==> src/rtl/sample_sequencer_pkg.sv <==
// Shared definitions for the sample sequencer and the network datapath.
// Holds the datapath word type, default network geometry, the learning
// rate, and the default run length (samples per epoch, epochs per run).
package sample_sequencer_pkg;

  // Datapath word; the sequencer's DATA_W parameter must match its width.
  typedef logic [15:0] data;

  localparam int  MAX_NEURONS   = 4;
  localparam data LEARNING_RATE = 16'h0010;  // Q8.8, 1/16
  localparam int  NUM_SAMPLES   = 8;
  localparam int  NUM_EPOCHS    = 4;

endpackage

==> src/rtl/sample_sequencer_frame_counter.sv <==
// frame_counter: nested word / sample / epoch counter.
//   clk, rst_n      : clock, async active-low reset
//   clr             : synchronous clear of all three counters
//   word_inc        : one word of the current sample was accepted
//   sample_adv      : advance to the next sample (epoch rolls on wrap)
//   word_idx        : word position within the sample, 0..2*MAX_NEURONS-1
//   word_last_x     : word_idx is the last input word
//   word_last       : word_idx is the last word of the sample
//   sample_idx      : sample position within the epoch
//   epoch_idx       : epoch position within the run
//   sample_tc/epoch_tc : terminal-count flags
// Sample and epoch counters saturate at their terminal counts.
module frame_counter
  import sample_sequencer_pkg::*;
#(
  parameter int MAX_NEURONS = sample_sequencer_pkg::MAX_NEURONS,
  parameter int NUM_SAMPLES = sample_sequencer_pkg::NUM_SAMPLES,
  parameter int NUM_EPOCHS  = sample_sequencer_pkg::NUM_EPOCHS
) (
  input  logic clk,
  input  logic rst_n,
  input  logic clr,
  input  logic word_inc,
  input  logic sample_adv,
  output int   word_idx,
  output logic word_last_x,
  output logic word_last,
  output int   sample_idx,
  output int   epoch_idx,
  output logic sample_tc,
  output logic epoch_tc
);

  int word_q, word_d;
  int sample_q, sample_d;
  int epoch_q, epoch_d;

  assign word_last_x = (word_q == MAX_NEURONS - 1);
  assign word_last   = (word_q == 2 * MAX_NEURONS - 1);
  assign sample_tc   = (sample_q == NUM_SAMPLES - 1);
  assign epoch_tc    = (epoch_q == NUM_EPOCHS - 1);

  always_comb begin
    word_d   = word_q;
    sample_d = sample_q;
    epoch_d  = epoch_q;
    if (clr) begin
      word_d   = 0;
      sample_d = 0;
      epoch_d  = 0;
    end else begin
      if (word_inc) begin
        word_d = word_last ? 0 : word_q + 1;
      end
      if (sample_adv) begin
        if (!sample_tc) begin
          sample_d = sample_q + 1;
        end else if (!epoch_tc) begin
          sample_d = 0;
          epoch_d  = epoch_q + 1;
        end
        // both at terminal count: hold, never wrap past a finished run
      end
    end
  end

  always_ff @(posedge clk or negedge rst_n) begin
    if (!rst_n) begin
      word_q   <= 0;
      sample_q <= 0;
      epoch_q  <= 0;
    end else begin
      word_q   <= word_d;
      sample_q <= sample_d;
      epoch_q  <= epoch_d;
    end
  end

  assign word_idx   = word_q;
  assign sample_idx = sample_q;
  assign epoch_idx  = epoch_q;

endmodule

==> src/rtl/sample_sequencer.sv <==
// sample_sequencer: feeds samples from a ready/valid word stream into the
// layer-0 y RAM (inputs) and the target buffer (targets), then releases the
// control FSM by dropping done. Each end-of-pass valid loads the next sample
// until all samples (and, in training, all epochs) are done.
//   CLK, RST_N                 : clock, async active-low reset
//   start, train_mode          : begin run; mode latched at accepted start
//   s_valid/s_ready/s_data/s_last : sample word stream
//   valid                      : end-of-pass pulse from the control FSM
//   done                       : holds the control FSM idle while high
//   train                      : latched train_mode
//   y0_we/y0_index/y0_data     : layer-0 y RAM write port
//   t_we/t_index/t_data        : target buffer write port
//   sample_count, epoch_count  : current position in the run
//   err                        : sticky framing error
//
// state     | meaning
// ----------+-----------------------------------------------------------
// ST_IDLE   | after reset; waiting for start, control FSM held
// ST_LOAD_X | accepting the MAX_NEURONS input words of a sample
// ST_LOAD_T | accepting the MAX_NEURONS target words of a sample
// ST_ARM    | one-cycle gap so the last RAM write lands before release
// ST_RUN    | control FSM released; waiting for end-of-pass valid
// ST_FINISH | run complete or framing error; waiting for a new start
module sample_sequencer
  import sample_sequencer_pkg::*;
#(
  parameter int MAX_NEURONS = sample_sequencer_pkg::MAX_NEURONS,
  parameter int DATA_W      = 16,
  parameter int NUM_SAMPLES = sample_sequencer_pkg::NUM_SAMPLES,
  parameter int NUM_EPOCHS  = sample_sequencer_pkg::NUM_EPOCHS
) (
  input  logic              CLK,
  input  logic              RST_N,
  input  logic              start,
  input  logic              train_mode,
  input  logic              s_valid,
  output logic              s_ready,
  input  logic [DATA_W-1:0] s_data,
  input  logic              s_last,
  input  logic              valid,
  output logic              done,
  output logic              train,
  output logic              y0_we,
  output int                y0_index,
  output data               y0_data,
  output logic              t_we,
  output int                t_index,
  output data               t_data,
  output int                sample_count,
  output int                epoch_count,
  output logic              err
);

  typedef enum logic [2:0] {
    ST_IDLE,
    ST_LOAD_X,
    ST_LOAD_T,
    ST_ARM,
    ST_RUN,
    ST_FINISH
  } state_t;

  state_t state_q, state_d;
  logic   done_q, done_d;
  logic   train_q, train_d;
  logic   err_q, err_d;
  logic   y0_we_q, y0_we_d;
  int     y0_index_q, y0_index_d;
  data    y0_data_q, y0_data_d;
  logic   t_we_q, t_we_d;
  int     t_index_q, t_index_d;
  data    t_data_q, t_data_d;

  logic cnt_clr, word_inc, sample_adv;
  int   word_idx;
  logic word_last_x, word_last, sample_tc, epoch_tc;
  logic hs, frame_bad, run_finished;

  frame_counter #(
    .MAX_NEURONS(MAX_NEURONS),
    .NUM_SAMPLES(NUM_SAMPLES),
    .NUM_EPOCHS (NUM_EPOCHS)
  ) u_frame_counter (
    .clk        (CLK),
    .rst_n      (RST_N),
    .clr        (cnt_clr),
    .word_inc   (word_inc),
    .sample_adv (sample_adv),
    .word_idx   (word_idx),
    .word_last_x(word_last_x),
    .word_last  (word_last),
    .sample_idx (sample_count),
    .epoch_idx  (epoch_count),
    .sample_tc  (sample_tc),
    .epoch_tc   (epoch_tc)
  );

  assign s_ready      = (state_q == ST_LOAD_X) || (state_q == ST_LOAD_T);
  assign hs           = s_valid && s_ready;
  // s_last must be high exactly on the final word of the sample
  assign frame_bad    = (s_last != word_last);
  assign run_finished = sample_tc && (!train_q || epoch_tc);

  always_comb begin
    state_d    = state_q;
    done_d     = done_q;
    train_d    = train_q;
    err_d      = err_q;
    y0_we_d    = 1'b0;
    y0_index_d = y0_index_q;
    y0_data_d  = y0_data_q;
    t_we_d     = 1'b0;
    t_index_d  = t_index_q;
    t_data_d   = t_data_q;
    cnt_clr    = 1'b0;
    word_inc   = 1'b0;
    sample_adv = 1'b0;

    case (state_q)
      ST_IDLE, ST_FINISH: begin
        done_d = 1'b1;
        if (start) begin
          train_d = train_mode;
          err_d   = 1'b0;
          cnt_clr = 1'b1;
          state_d = ST_LOAD_X;
        end
      end
      ST_LOAD_X, ST_LOAD_T: begin
        if (hs) begin
          if (frame_bad) begin
            err_d   = 1'b1;
            state_d = ST_FINISH;
          end else begin
            word_inc = 1'b1;
            if (state_q == ST_LOAD_X) begin
              y0_we_d    = 1'b1;
              y0_index_d = word_idx;
              y0_data_d  = s_data;
              if (word_last_x) state_d = ST_LOAD_T;
            end else begin
              // targets are always consumed, only written when training
              if (train_q) begin
                t_we_d    = 1'b1;
                t_index_d = word_idx - MAX_NEURONS;
                t_data_d  = s_data;
              end
              if (word_last) state_d = ST_ARM;
            end
          end
        end
      end
      ST_ARM: begin
        state_d = ST_RUN;
      end
      ST_RUN: begin
        done_d = 1'b0;
        if (valid) begin
          done_d = 1'b1;
          if (run_finished) begin
            state_d = ST_FINISH;
          end else begin
            sample_adv = 1'b1;
            state_d    = ST_LOAD_X;
          end
        end
      end
      default: begin
        state_d = ST_IDLE;
        done_d  = 1'b1;
      end
    endcase
  end

  always_ff @(posedge CLK or negedge RST_N) begin
    if (!RST_N) begin
      state_q    <= ST_IDLE;
      done_q     <= 1'b1;
      train_q    <= 1'b0;
      err_q      <= 1'b0;
      y0_we_q    <= 1'b0;
      y0_index_q <= 0;
      y0_data_q  <= '0;
      t_we_q     <= 1'b0;
      t_index_q  <= 0;
      t_data_q   <= '0;
    end else begin
      state_q    <= state_d;
      done_q     <= done_d;
      train_q    <= train_d;
      err_q      <= err_d;
      y0_we_q    <= y0_we_d;
      y0_index_q <= y0_index_d;
      y0_data_q  <= y0_data_d;
      t_we_q     <= t_we_d;
      t_index_q  <= t_index_d;
      t_data_q   <= t_data_d;
    end
  end

  assign done     = done_q;
  assign train    = train_q;
  assign err      = err_q;
  assign y0_we    = y0_we_q;
  assign y0_index = y0_index_q;
  assign y0_data  = y0_data_q;
  assign t_we     = t_we_q;
  assign t_index  = t_index_q;
  assign t_data   = t_data_q;

endmodule

==> config.mk <==
export PLATFORM = sky130hd
export DESIGN_NAME = sample_sequencer
export DESIGN_NICKNAME = d
export VERILOG_FILES = /design/src/rtl/sample_sequencer_pkg.sv /design/src/rtl/sample_sequencer_frame_counter.sv /design/src/rtl/sample_sequencer.sv
export SDC_FILE = /design/constraint.sdc
export NUM_CORES = 1
export LEC_CHECK = 0
export BUFFER_PORTS_ARGS = -buffer_cell sky130_fd_sc_hd__buf_2
export CAP_MARGIN = 25
export CORE_ASPECT_RATIO = 0.75
export CORE_UTILIZATION = 51
export CTS_CLUSTER_SIZE = 14
export DETAILED_ROUTE_END_ITERATION = 10
export GPL_TIMING_DRIVEN = 0
export PLACE_DENSITY = 0.77
export SETUP_SLACK_MARGIN = 0.15
export SYNTH_ARGS = -nofsm -noshare
export SYNTH_HDL_FRONTEND = slang
export SYNTH_SLANG_ARGS = --single-unit
==> constraint.sdc <==
create_clock -name CLK -period 3.1 [get_ports CLK]
set_clock_uncertainty 0.2 [all_clocks]
set_input_delay 0.465 -clock CLK [delete_from_list [all_inputs] [get_ports CLK]]
set_output_delay 0.465 -clock CLK [all_outputs]
set_load 0.01 [all_outputs]
-- Yosys cells after proc, flatten, opt, wreduce, memory -nomap -nowiden
Cells that the tools add are included.
W data, S select, Z words.
- bits in registers: 200
- bits of input ports: 23
- output and inout bits: 166
- word-level logic and storage cells: 100
- $add $sub $neg: 4
- eq/ne operators: 18
- muxes and demuxes: 43
- bitwise gates (word level): 2
- reduce and logical (&&, ||, !) cells: 20
- operators by type and width (operator ; count):
    $mux W32 ; 11
    $add A32 B2 Y32 const B ; 3
    $eq A32 B3 Y1 const B ; 2
    $eq A32 B4 Y1 const B ; 2
    $sub A32 B4 Y32 const B ; 1
    $mux W3 ; 8
    $mux W1 ; 21
    $pmux W3 S4 ; 1
    $ne A2 B2 Y1 const B ; 5
    $reduce_and A5 Y1 ; 2
    $ne A4 B3 Y1 const B ; 2
    $reduce_and A4 Y1 ; 2
    $reduce_bool A2 Y1 ; 4
    $eq A3 B2 Y1 const B ; 2
    $eq A3 B3 Y1 const B ; 2
    $pmux W1 S2 ; 2
    $reduce_and A2 Y1 ; 2
    $reduce_or A2 Y1 ; 2
    $eq A3 B1 Y1 const B ; 1
    $logic_not A3 Y1 ; 1
    $ne A3 B3 Y1 const B ; 1
    $reduce_and A3 Y1 ; 1
    $reduce_or A3 Y1 ; 1
    $logic_and A1 B1 Y1 ; 2
    other kinds (4) ; 6

-- Longest topological paths before layout
- word-level depth: 8
- mapped depth: 10
- depth with buffers taken out: 8

-- Cells and area by module
A second synthesis with hierarchy kept.
- cell total of the unflattened synthesis: 1058
- area total of the unflattened synthesis: 10281.1 µm²
- by module, submodules not included (module ; instances ; cells each ; area each (µm²) ; seq. area each (µm²)):
    frame_counter ; 1 ; 643 ; 5714.2 ; 2402.3
    sample_sequencer ; 1 ; 415 ; 4566.9 ; 2603.7

-- Worst setup path before layout
Ideal clock, no wire load.
- path type: register to register
- start: register u_frame_counter.word_q, in the netlist u_frame_counter.word_idx[0]
- end: register y0_index_q, in the netlist y0_index[19]
- setup time: 0.125 ns
- arrival: 2.596 ns
- required time: 2.775 ns
- setup slack: 0.178 ns
- stages on the path, launching flop included: 11
- buffers on the path: 3
- clock period less this slack: 2.922 ns
- path through: dfrtp_1 -> ha_1 -> nor3b_1 -> nand4_1 -> o41ai_4 -> and2_4 -> and3_1 -> buf_2 -> buf_6 -> buf_6 -> mux2_4
- word-level cells in the longest chain between the ends: 4
- RTL lines (what ; RTL line ; source):
    start: declaration ; sample_sequencer_frame_counter.sv:34 ; int word_q, word_d;
    start signal: assignment ; sample_sequencer_frame_counter.sv:73 ; word_q <= word_d;
    $eq A32 B4 Y1 ; sample_sequencer_frame_counter.sv:39 ; assign word_last = (word_q == 2 * MAX_NEURONS - 1);
    $ne A1 B1 Y1 ; sample_sequencer.sv:101 ; assign frame_bad = (s_last != word_last);
    $not A1 Y1 (no source line) ; n/a ;
    $reduce_and A4 Y1 (no source line) ; n/a ;
    end signal: assignment ; sample_sequencer.sv:193 ; y0_index_q <= y0_index_d;
    end: declaration ; sample_sequencer.sv:68 ; int y0_index_q, y0_index_d;
No other way between the ends.
A chain may end at the register's enable or synchronous reset.

-- Worst setup path after layout
- start: register u_frame_counter.word_q, in the netlist u_frame_counter.word_idx[28]
- end: register y0_index_q, in the netlist y0_index[25]
Same word-level chain as after synthesis.

==> results.md <==
* Pre-CTS setup slack at -448.3 ps
* Setup CP Type: reg -> reg
* GRT Util Overall at 28.59%
* RSZ-0062 raised after global routing: true
* Post-DRT Antenna Nets at 0
* Clk pin slew, worst setup/hold paths at ~70 ps
* Worst path cell trace: buf_6, nor4_4, buf_4, nand4_1, buf_6, o41ai_4, and2_4, and3_4, buf_12, buf_12, clkbuf_16, mux2_4
* IO Count at between 150 and 200
* Number of vias per cell at 6.117
* Worst EP required at about 3200 ps
* CTS max path bufs at 2
* Number of synthesized flops with an enable pin at 0
* Die X at 164.9 um
* Asr flop ratio synth at 100.0%
* # placed instances at roughly 1500
* Crit-path max FO at 6
* First-pass GRT wire length at approximately 45000 um
* Largest cells by area after synthesis: dfrtp_1 49%, mux2_2 7.2%, nand2_1 3.8%, o21ai_0 3.5%, nand3_1 2.9%
* Cell taking the most area after synthesis: dfrtp_1
* Hold Violations, Final at 0
* Most frequent cells in the layout: 197 x dfrtp_1, 194 x buf_2, 99 x nand2_1
* Post-synth top flop: dfrtp_1
* DR pass1 iterations at 5
* Worst-Margin Slew at 705.0 ps
* Initial drt markers at roughly 980
* I/O Buffers at between 150 and 200
* Core ar. at between 15000 and 20000 um^2
* Cell area after layout at 12990 um^2
* ANT cells at 0
* Synth Net Count at 1057
* WP data arrival at 3220 ps
* Root Driver: clkbuf_16
* Final Critical Period at ~3100 ps
* Largest net degree at the start of global routing at 120
* Area post-placement at ~11000 um^2
* CTS buffer count at 17
* Post-Synthesis Cells at 1027
* Max cap viols at 0
* Hold WS at approximately 68 ps
* Via count at around 9400
* Htree depth at 4
* Seq/Total Area, Yosys at roughly half
* Pleak at around 6.2 nW
* Syn. warnings at 0
* CTS tree: yes
* Syn avg cell area at a little under 10 um^2
* Layout area overhead at 27.95%
* Synthesized flop and latch total at 200
* Die Height at roughly 120 um
* Final Max Slew Viols at 0
* Status: finished, final reports clean
* Most common cell after layout, fill and taps aside: dfrtp_1
* Die ar. at roughly 20000 um^2
* Starting Density at a little over half
* Worst setup SP type: flop
* GRT overflow at 0
* CP max-delay cell: o41ai_4
* Area of the mapped netlist at just over 10000 um^2
* Fmax at approximately 0.32 GHz
* Nets at 1305
* PnR worst setup slack at a little under 0.8 ps
* Yosys top cell area share at 49.07%
* CP top delay family: simple AND/OR/NAND/NOR gates
* Worst-Skew Late Latency at between 400 and 500 ps
* Synth cell types at 60
* Slew HR at between 50% and 60%
* Buf/Inv on CP at 6
* Final core occ at between 60% and 70%
* Core Rows at 44
* Vias in the first global route at 8497
* Critical path capture point type: flop
* Routed Wire Length at approximately 30000 um
* Pwr Total at a little over 9 mW
* Setup violators final at 0
* Fin cells at between 1500 and 2000
* Gp weighted congestion at 0.9275
* Final Cycle Share at between 90% and 100%
* Setup TNS at 0 ps
* Initial antenna violation count at 0
* Slowest Stage Delay on Critical Path at 390 ps
* Power Dens Cells at about 710 nW/um^2
* DR WL/cell at between 15 and 20 um
* Worst vdd ir at 0.5310 mV
* CTS Sinks at 200
* Min-delay worst type: in -> reg
* DRC at 0
* Hpwl dp at ~20000 um
* Layout cells sized above 1 at a little over a third
==> area by class of cell <==
cell class | count | area, um^2
fill | 1501 | 6449
multi-input combinational | 743 | 5236
sequential | 200 | 5009
timing repair buffer | 230 | 1356
buffer | 65 | 441.7
clock buffer | 18 | 439.2
tap | 253 | 316.6
clock inverter | 13 | 111.4
inverter | 18 | 75.07
==> what timing repair did <==
action	4_1_cts	5_1_grt
gates resized for setup	50	142
pin swaps	10	29
hold buffers	1	0
buffers inserted	13	23
endpoints found under the setup margin	183	169
hold endpoints to repair	81	0
gates cloned	0	3
==> power by group <==
group | internal [mW] | total [mW] | leakage [nW] | switching (mW)
Combinational | 1.56 | 3.69 | 3.30 | 2.13
Clock | 1.07 | 2.14 | 0.264 | 1.06
Sequential | 3.12 | 3.43 | 2.67 | 0.313
==> synthesized netlist by cell type (29+ instances only) <==
cell	count
nand3_1	58
or3_1	32
nand2_1	102
nor3_1	29
o21ai_0	70
nand4_1	34
clkbuf_1	43
nor2_1	55
dfrtp_1	199
a31oi_1	29
a21oi_1	48
mux2_2	65
==> worst min-delay path, stage by stage <==
cell	delay, ps
buf_2	100
nand2_1	50
nand2_1	50
==> final timing paths <==
kind	slack, ps	cells past startpoint	to	start
worst max-delay path	0.8	12	y0_index[25]	u_frame_counter.word_idx[28]
worst min-delay path	70	3	train	train_mode
worst max register to register	0.8	12	y0_index[25]	u_frame_counter.word_idx[28]
worst min register to register	280	2	t_index[3]	t_index[3]
max in group asynchronous	1300	3	u_frame_counter.sample_idx[11]	RST_N
min in group asynchronous	410	2	u_frame_counter.epoch_idx[16]	RST_N
==> flip-flops by register name (all words and copies together), names as in the netlist <==
name and cells:
done 1, err 1, state_q 3, t_data 16, t_index 32, t_we 1, train 1, u_frame_counter.epoch_idx 32
u_frame_counter.sample_idx 32, u_frame_counter.word_idx 32, y0_data 16, y0_index 32, y0_we 1
==> kinds of logic after synthesis <==
logic type,after synthesis,synth area share [%]
flip-flops,200,49.33
buffers and inverters,84,3.649
XOR/XNOR,44,3.797
adder cells (fa/ha/maj),7,0.8630
AO/OA/AOI/OAI,192,11.31
AND/OR/NAND/NOR,422,22.12
multiplexers,78,8.938
==> routing by layer <==
metal  global-route usage [%]  routed length [um]
met1                    41.59               13900
met2                    42.15               12680
met3                    6.693                2644
met4                    8.830                 597
met5                        0                   0
Note: power is estimated with default switching activity, not from simulation.
